===== config.mk =====
export PLATFORM = sky130hd
export DESIGN_NAME = pcileech_tlp64_rx_packer
export DESIGN_NICKNAME = d
export VERILOG_FILES = /design/src/rtl/pcileech_tlp_pkg.sv /design/src/rtl/pcileech_tlp64_slot.sv /design/src/rtl/pcileech_tlp64_rx_packer.sv
export SDC_FILE = /design/constraint.sdc
export NUM_CORES = 2
export LEC_CHECK = 0
export CORE_MARGIN = 2
export CORE_UTILIZATION = 25
export DETAILED_ROUTE_END_ITERATION = 7
export GPL_TIMING_DRIVEN = 0
export HOLD_SLACK_MARGIN = 0.06
export MAX_ROUTING_LAYER = met4
export PLACE_DENSITY = 0.47
export SLEW_MARGIN = 20
export SYNTH_ARGS = -nofsm -noshare
export SYNTH_HDL_FRONTEND = slang
export SYNTH_SLANG_ARGS = --single-unit

===== constraint.sdc =====
create_clock -name clk -period 3.35 [get_ports clk]
set_clock_uncertainty 0.1 [all_clocks]
set_input_delay 0.67 -clock clk [delete_from_list [all_inputs] [get_ports clk]]
set_output_delay 0.67 -clock clk [all_outputs]
set_load 0.1 [all_outputs]

===== src/rtl/pcileech_tlp_pkg.sv =====
// Shared TLP framing constants, the receive write-state enum and the 66-bit beat packing helper.
package pcileech_tlp_pkg;

    localparam int TLP64_BEATS = 6;
    localparam int TLP_BEAT_W  = 66;
    localparam int TLP64_W     = TLP64_BEATS * TLP_BEAT_W;
    localparam int BEAT_LAST   = 64;
    localparam int BEAT_KEEP2  = 65;

    typedef enum logic [1:0] {
        IDLE,
        FILL,
        DROP
    } wr_state_e;

    // Only the upper keep nibble matters: it tells whether the second DW of the beat is valid.
    function automatic logic [TLP_BEAT_W-1:0] packBeat(
        input logic [63:0] data,
        input logic [7:0]  keep,
        input logic        last
    );
        logic [TLP_BEAT_W-1:0] beat;
        beat             = '0;
        beat[63:0]       = data;
        beat[BEAT_LAST]  = last;
        beat[BEAT_KEEP2] = (keep[7:4] == 4'hF);
        return beat;
    endfunction

endpackage


===== src/rtl/pcileech_tlp64_slot.sv =====
// One 396-bit TLP storage slot: zero-fill, indexed beat write and a full flag.
module pcileech_tlp64_slot
    import pcileech_tlp_pkg::*;
(
    input  logic                  clk,
    input  logic                  rst,
    input  logic                  clear_i,
    input  logic                  wrEn_i,
    input  logic [2:0]            wrIdx_i,
    input  logic [TLP_BEAT_W-1:0] wrBeat_i,
    input  logic                  setFull_i,
    input  logic                  clrFull_i,
    output logic [TLP64_W-1:0]    data_o,
    output logic                  full_o
);

    logic [TLP64_W-1:0] data_q, data_d;
    logic               full_q, full_d;

    // Clear and write may coincide on beat 0 so the unused tail entries read back as zero.
    always_comb begin
        data_d = clear_i ? '0 : data_q;
        if (wrEn_i) begin
            for (int b = 0; b < TLP64_BEATS; b++) begin
                if (wrIdx_i == 3'(b)) begin
                    data_d[b*TLP_BEAT_W +: TLP_BEAT_W] = wrBeat_i;
                end
            end
        end
        full_d = full_q;
        if (setFull_i) begin
            full_d = 1'b1;
        end else if (clrFull_i) begin
            full_d = 1'b0;
        end
    end

    always_ff @(posedge clk) begin
        if (rst) begin
            data_q <= '0;
            full_q <= 1'b0;
        end else begin
            data_q <= data_d;
            full_q <= full_d;
        end
    end

    assign data_o = data_q;
    assign full_o = full_q;

endmodule


===== src/rtl/pcileech_tlp64_rx_packer.sv =====
// Packs 64-bit AXI-stream TLP beats into double-buffered 6x66-bit TLP slots and drops oversize TLPs.
// Optional macro PCILEECH_TLP64_DROPCNT_EN enables the saturating drop counter (else drop count reads 0).
module pcileech_tlp64_rx_packer
    import pcileech_tlp_pkg::*;
#(
    parameter int NUM_SLOTS = 2
) (
    input  logic               clk,
    input  logic               rst,
    input  logic [63:0]        tlpRxData_i,
    input  logic [7:0]         tlpRxKeep_i,
    input  logic               tlpRxLast_i,
    input  logic               tlpRxValid_i,
    output logic               tlpRxReady_o,
    output logic [TLP64_W-1:0] tlpOutData_o,
    output logic               tlpOutValid_o,
    output logic               tlpOutHasData_o,
    input  logic               tlpOutReqData_i,
    output logic [15:0]        dropCount_o
);

    wr_state_e          state_q, state_d;
    logic [2:0]         beatCnt_q, beatCnt_d;
    logic               wrPtr_q, wrPtr_d;
    logic               rdPtr_q, rdPtr_d;
    logic               outValid_q, outValid_d;

    logic               beatAccept;
    logic               wrClear;
    logic               wrEn;
    logic               wrSetFull;
    logic               dropEvt;
    logic               reqAccept;

    logic [NUM_SLOTS-1:0] slotFull;
    logic [TLP64_W-1:0]   slotData [NUM_SLOTS];

    assign tlpRxReady_o = !rst && ((state_q == DROP) || !slotFull[wrPtr_q]);
    assign beatAccept   = tlpRxValid_i && tlpRxReady_o;

    // Write-side FSM: beat 0 zero-fills the slot; a 7th beat aborts the TLP and scrubs the slot.
    always_comb begin
        state_d   = state_q;
        beatCnt_d = beatCnt_q;
        wrPtr_d   = wrPtr_q;
        wrClear   = 1'b0;
        wrEn      = 1'b0;
        wrSetFull = 1'b0;
        dropEvt   = 1'b0;
        if (beatAccept) begin
            case (state_q)
                IDLE: begin
                    wrClear = 1'b1;
                    wrEn    = 1'b1;
                    if (tlpRxLast_i) begin
                        wrSetFull = 1'b1;
                        wrPtr_d   = (NUM_SLOTS == 1) ? 1'b0 : ~wrPtr_q;
                        beatCnt_d = 3'd0;
                    end else begin
                        state_d   = FILL;
                        beatCnt_d = 3'd1;
                    end
                end
                FILL: begin
                    if (beatCnt_q == 3'(TLP64_BEATS)) begin
                        dropEvt   = 1'b1;
                        wrClear   = 1'b1;
                        beatCnt_d = 3'd0;
                        state_d   = tlpRxLast_i ? IDLE : DROP;
                    end else begin
                        wrEn = 1'b1;
                        if (tlpRxLast_i) begin
                            wrSetFull = 1'b1;
                            wrPtr_d   = (NUM_SLOTS == 1) ? 1'b0 : ~wrPtr_q;
                            beatCnt_d = 3'd0;
                            state_d   = IDLE;
                        end else begin
                            beatCnt_d = beatCnt_q + 3'd1;
                        end
                    end
                end
                DROP: begin
                    if (tlpRxLast_i) begin
                        state_d   = IDLE;
                        beatCnt_d = 3'd0;
                    end
                end
                default: begin
                    state_d   = IDLE;
                    beatCnt_d = 3'd0;
                end
            endcase
        end
    end

    // Read side: a request is taken only when data is waiting and no pulse is already out;
    // the slot is released during the valid cycle itself.
    always_comb begin
        reqAccept  = tlpOutHasData_o && tlpOutReqData_i && !outValid_q;
        outValid_d = reqAccept;
        rdPtr_d    = rdPtr_q;
        if (outValid_q) begin
            rdPtr_d = (NUM_SLOTS == 1) ? 1'b0 : ~rdPtr_q;
        end
    end

    always_ff @(posedge clk) begin
        if (rst) begin
            state_q    <= IDLE;
            beatCnt_q  <= 3'd0;
            wrPtr_q    <= 1'b0;
            rdPtr_q    <= 1'b0;
            outValid_q <= 1'b0;
        end else begin
            state_q    <= state_d;
            beatCnt_q  <= beatCnt_d;
            wrPtr_q    <= wrPtr_d;
            rdPtr_q    <= rdPtr_d;
            outValid_q <= outValid_d;
        end
    end

    for (genvar s = 0; s < NUM_SLOTS; s++) begin : gSlot
        pcileech_tlp64_slot uSlot (
            .clk       (clk),
            .rst       (rst),
            .clear_i   (wrClear && (wrPtr_q == 1'(s))),
            .wrEn_i    (wrEn && (wrPtr_q == 1'(s))),
            .wrIdx_i   (beatCnt_q),
            .wrBeat_i  (packBeat(tlpRxData_i, tlpRxKeep_i, tlpRxLast_i)),
            .setFull_i (wrSetFull && (wrPtr_q == 1'(s))),
            .clrFull_i (outValid_q && (rdPtr_q == 1'(s))),
            .data_o    (slotData[s]),
            .full_o    (slotFull[s])
        );
    end

    assign tlpOutHasData_o = slotFull[rdPtr_q];
    assign tlpOutValid_o   = outValid_q;
    assign tlpOutData_o    = slotData[rdPtr_q];

`ifdef PCILEECH_TLP64_DROPCNT_EN
    logic [15:0] dropCnt_q;

    always_ff @(posedge clk) begin
        if (rst) begin
            dropCnt_q <= 16'h0;
        end else if (dropEvt && (dropCnt_q != 16'hFFFF)) begin
            dropCnt_q <= dropCnt_q + 16'h1;
        end
    end

    assign dropCount_o = dropCnt_q;
`else
    logic unusedDropEvt;
    assign unusedDropEvt = dropEvt;
    assign dropCount_o   = 16'h0;
`endif

endmodule


; ---- After elaboration in Yosys (flattened, before gate mapping)
; Cells that the tools add are included.
[totals]
ff_bits = 802
input_bits = 77
[op_classes]
n_addsub = 1
n_lt_le_gt_ge = 3
n_eq_ne = 12
mux = 50
bitwise = 3
n_reduce_logical = 24
[op_table]
columns = cell, n
row1 = $mux W396, 7
row2 = $mux W66, 12
row3 = $mux W1, 18
row4 = $logic_and A1 B1 Y1, 12
row5 = $eq A3 B3 Y1 const B, 3
row6 = $mux W3, 3
row7 = $pmux W3 S3, 1
row8 = $mux W2, 4
row9 = $pmux W1 S2, 4
row10 = $eq A3 B2 Y1 const B, 2
row11 = $ne A2 B2 Y1 const B, 3
row12 = $pmux W2 S3, 1
row13 = $reduce_bool A2 Y1, 3
row14 = $eq A4 B4 Y1 const B, 1
row15 = $lt A1 B2 Y1 const B, 2
row16 = $reduce_and A2 Y1, 2
row17 = $add A3 B1 Y3 const B, 1
row18 = $eq A3 B1 Y1 const B, 1
row19 = $logic_not A1 Y1, 3
row20 = $logic_not A3 Y1, 1
row21 = $reduce_and A3 Y1, 1
row22 = $eq A2 B1 Y1 const B, 1
row23 = $eq A2 B2 Y1 const B, 1
row24 = $ge A2 B2 Y1 const B, 1
row25 = other kinds (4), 5

; ---- Logic depth before layout (Yosys ltp)
[logic_depth]
ltp_word = 11
depth_mapped = 9

; ---- By module
; A second synthesis with hierarchy kept.
[unflattened]
hier_cells = 3335
hier_area_um2 = 38274.2
[modules_own_cells]
columns = module, n_inst, cells_per_inst, area_each_um2, seq_area_each_um2
row1 = pcileech_tlp64_slot, 2, 1406, 16478.3, 7947.6
row2 = pcileech_tlp64_rx_packer, 1, 523, 5317.6, 160.2

; ---- Worst setup path before layout
; No wires, ideal clock.
[synth_timing]
path_kind = input -> output
from = input port rst
to = output port tlpRxReady_o
arrival_ns = 2.635
required_ns = 2.580
path_slack_ns = -0.055
cell_stages = 5
path_buffers = 4
path_cell_list = buf_2 -> clkbuf_1 -> clkbuf_1 -> clkbuf_1 -> nor2_1
[synth_via]
elab_chain_len = 2
[synth_rtl]
columns = item, line
row1 = from (decl), pcileech_tlp64_rx_packer.sv:9  ; input logic rst,
row2 = $logic_not A1 Y1, pcileech_tlp64_rx_packer.sv:38  ; assign tlpRxReady_o = !rst && ((state_q == DROP) || !slotFull[wrPtr_q]);
row3 = $logic_and A1 B1 Y1, pcileech_tlp64_rx_packer.sv:38
row4 = to (decl), pcileech_tlp64_rx_packer.sv:14  ; output logic tlpRxReady_o,
; No other way between the ends.

; ---- Worst setup path in the final report
[layout_timing]
from = register beatCnt_q[0]
to = register gSlot[0].uSlot.data_q[394]
[layout_via]
elab_chain_len = 8
[layout_rtl]
columns = item, line
row1 = from (decl), pcileech_tlp64_rx_packer.sv:23  ; logic [2:0] beatCnt_q, beatCnt_d;
row2 = from (signal assigned), pcileech_tlp64_rx_packer.sv:116  ; beatCnt_q <= beatCnt_d;
row3 = $eq A3 B3 Y1, pcileech_tlp64_rx_packer.sv:65  ; if (beatCnt_q == 3'(TLP64_BEATS)) begin
row4 = $mux W1, pcileech_tlp64_rx_packer.sv:65
row5 = $pmux W1 S2, pcileech_tlp64_rx_packer.sv:51  ; case (state_q)
row6 = $mux W1, pcileech_tlp64_rx_packer.sv:50  ; if (beatAccept) begin
row7 = $logic_and A1 B1 Y1, pcileech_tlp64_rx_packer.sv:127  ; .clear_i (wrClear && (wrPtr_q == 1'(s))),
row8 = $mux W396, pcileech_tlp64_slot.sv:22  ; data_d = clear_i ? '0 : data_q;
row9 = $mux W66, pcileech_tlp64_slot.sv:25  ; if (wrIdx_i == 3'(b)) begin
row10 = $mux W396 (*), pcileech_tlp64_slot.sv:23  ; if (wrEn_i) begin
row11 = to (signal assigned), pcileech_tlp64_slot.sv:43  ; data_q <= data_d;
row12 = to (decl), pcileech_tlp64_slot.sv:17  ; logic [TLP64_W-1:0] data_q, data_d;
; Every way passes the cells marked *; elsewhere a longest branch is shown, timed or not.
; A chain may end at the register's enable or synchronous reset.

==> results.md <==
* WS Path Type: reg2reg
* Final period util at 0.966
* CTS tree: done
* DIE HEIGHT at 371 um
* Max Cap Viol at 0
* Synth warn at 0
* Post-synth EDFFs at 0
* Critical R2R Launch: beatCnt_q[0]
* Sw Ratio at 0.259
* Routability congestion estimate at 0.802
* Final Cell Area at approximately 42000 sq um
* Via density at between 4 and 5
* Psw at 5.76 mW
* Worst Max-Slew Pin Slew at 0.973 ns
* Drt first pass iters at 5
* Initial core utilization at 0.252
* Routed WL at 146000 um
* Area contributors post-synth: dfxtp_1 48%, mux2_2 13%, mux2i_1 6.0%
* Yosys cell types at 46
* Largest family of logic cells by synthesized area: multiplexers
* Final cell count without fillers at approximately 5800
* Pwr/cell area at 524 nW/um^2
* Die W at about 370 um
* Critical path endpoint category: flip-flop
* Antenna violations before repair at 8
* Max clock buf depth at 3
* Root Driver: clkbuf_16
* Top cell type's share of synthesized area at 0.477
* Setup TNS at 0 ns
* Combinational share of power at 0.080
* Post-synthesis xor/xnor area fraction at 0
* WHS Endpoint: gSlot[1].uSlot.full_o
* Critical Path AT at around 3.7 ns
* RSZ-0062 raised after global routing: no
* Number of placed instances, taps included at 5581
* FFs w/ async S/R, synth at 0
* F_max at 309 MHz
* Vias in the first global route at 27369
* Synth Cell Area at 33600 sq um
* Grt total ovfl at 0
* Total Die Area at 137000 sq um
* HPWL Detailed at 106000 um
* Pleak at 18.1 nW
* Hold depth at 3
* Reg2Reg Setup Slack at 0.11 ns
* H-tree lvl count at 3
* Crit path cell chain: inv_1 -> ha_1 -> a311oi_2 -> o211ai_2 -> buf_2 -> buf_2 -> a31o_2
* Worst r2r dst: gSlot[0].uSlot.data_o[394]
* Tmin final at 3.24 ns
* Cell type with the largest total area after synthesis: dfxtp_1
* Row cnt at around 130
* Clock transition at path regs at approximately 0.07 ns
* Post-Synth Adder-Cell Area at 0.00186
* Startpoint types: flip-flop
* Predominant post-synthesis flop cell: dfxtp_1
* Largest stage delay on the critical path at about 0.54 ns
* Req. time, crit path at about 3.8 ns
* Sequential element share of the synthesized area at 0.477
* Post-synthesis simple-gate area fraction at 0.125
* Worst hold margin at 0.311 ns
* Layout cells sized above 1 at 0.340
* Worst Path Max Fanout at 10
* Final setup viols at 0
* Internal power at 16.5 mW
* Pwr Total at between 20 and 25 mW
* Largest net degree at the start of global routing at 14
* # nets final at 3994
* Worst skew pair latency at 0.67 ns
* Clock power frac at 0.487
* Mux share of post-synthesis cell area at 0.193
* Dpl cell area at roughly 41000 sq um
* Clock sinks at 802
* Area Overhead vs Synth at 26.1%
* Num CTS Buffers at 94
* Hold Fails Final Rpt at 0
* Min-delay worst type: in2reg
* Detail Route Antenna Nets at 0
* CP dominant cell by count: buf_2
* Synth Area in Compound Gates at 0.141
* # port buffers at 470
* DRC violations left at 0
* Max rail drop VDD at between 0.3 and 0.4 mV
* Sequential Power Share at 0.433
* Core Area at 133000 sq um
* Final Max Tran Viols at 0
* Slew HR at 0.349
* # IOs at 492
* First-pass GRT wire length at between 200000 and 250000 um
* Post-synthesis cell count at 3327
* Slowest CP cell: o211ai_2
* Hold wc startpoint: tlpRxValid_i
* GRT Util Overall at 0.212
* Status: completed
* FF-to-FF path depth at 7
* Synth Area per Inst at 10.1 sq um
* Synth Register Bits at 802
* 1st-iter DRT viols at 1726
* Vias at between 20000 and 30000
* WL/cell at 25.4 um
==> metrics by stage <==
step                      utilization  setup slack, ns
after floorplan                     -            0.399
after global placement          0.304            -2.95
after detailed placement        0.305            -1.98
after CTS                       0.318          -0.0218
after global routing            0.318           0.0141
final                           0.318            0.114
==> how the worst max path moves through the flow <==
stage / start / endpoint / slack, ns / cells after the start
4_1_cts: rdPtr_q / tlpOutData_o[233] / -0.02 / 4
5_1_grt: beatCnt_q[0] / gSlot[0].uSlot.data_o[376] / 0.01 / 7
3_3_place_gp: rst / tlpRxReady_o / -2.95 / 7
3_5_place_dp: rst / tlpRxReady_o / -1.98 / 7
2_1_floorplan: rst / tlpRxReady_o / 0.40 / 5
6_report: beatCnt_q[0] / gSlot[0].uSlot.data_o[394] / 0.11 / 7
==> layout by cell type, fill, tap and decap left out, types with 100 or more instances in the layout <==
cell type,synthesis,layout
a31o_2,186,186
buf_2,134,427
buf_4,31,128
clkbuf_1,204,192
clkbuf_16,0,100
dfxtp_1,802,801
mux2_2,397,397
mux2i_1,201,201
nand2_1,271,271
nand3b_1,199,199
nor2_1,269,268
o22ai_1,265,265
==> metal layers <==
layer	share of wire	routed length [um]	vias up	GRT usage
li1	-	-	12974	-
met1	0.46	67100	13951	0.282
met2	0.47	68600	785	0.336
met3	0.049	7240	147	0.0280
met4	0.023	3380	0	0.0564
met5	0	0	-	-
==> cell families after synthesis <==
group           count (synthesis)
simple gates                  842
flops                         802
compound gates                617
mux                           599
buf+inv                       461
fa+ha+maj                       5
other cells                     1
==> critical path: cells and delay by family, from the launching register on <==
family / cells / cell delay, ns
adders and majority gates: 1 / 0.31
buffers and inverters: 3 / 0.90
AOI/OAI and AO/OA: 3 / 1.34
DFF: 1 / 0.42
==> Yosys cell counts, drive strengths merged, types with 2 or more instances <==
cell,instances
and4b,2
a21oi,8
o211ai,2
mux2,397
nand2b,73
nand3b,199
nand4,3
a31o,263
nand3,2
nor4bb,3
mux2i,202
nand2,271
clkbuf,204
nand4b,4
nor2b,5
buf,187
inv,70
o22ai,265
ha,5
dfxtp,802
o21ai,3
o2111ai,5
or4,2
nor2,269
a22o,66
and3,3
==> layout make-up <==
| class | count | area, sq um |
|---|---|---|
| Sequential cell | 802 | 16100 |
| Inverter | 70 | 263 |
| Antenna cell | 5 | 12.5 |
| Multi-Input combinational cell | 2079 | 15600 |
| Clock inverter | 33 | 438 |
| Clock buffer | 142 | 2790 |
| Timing Repair Buffer | 476 | 3060 |
| Buffer | 389 | 1980 |
| Tap cell | 1768 | 2210 |
| Fill cell | 14034 | 91000 |
==> power by group through the flow <==
stage / Sequential (mW) / Clock (mW) / Combinational, mW
after floorplan: 9.83 / 0 / 1.10
after global placement: 9.84 / 0 / 1.82
after detailed placement: 9.84 / 0 / 1.82
after CTS: 9.63 / 11.0 / 1.80
after global routing: 9.63 / 11.4 / 1.87
final: 9.63 / 10.8 / 1.78
==> flip-flops by register name, summed over array words and instances (netlist names) <==
register / flops
beatCnt_q: 3
gSlot.uSlot.data_o: 792
tlpOutValid_o: 1
gSlot.uSlot.full_o: 2
state_q: 2
rdPtr_q: 1
wrPtr_q: 1
==> repair_timing <==
item	4_1_cts	5_1_grt
setup buffers	2	3
hold endpoints to repair	0	0
hold buffers	0	0
setup endpoints to repair	694	25
gates resized for setup	2122	10
pin swaps	0	1
No activity file was read; power rests on OpenSTA's default activity.
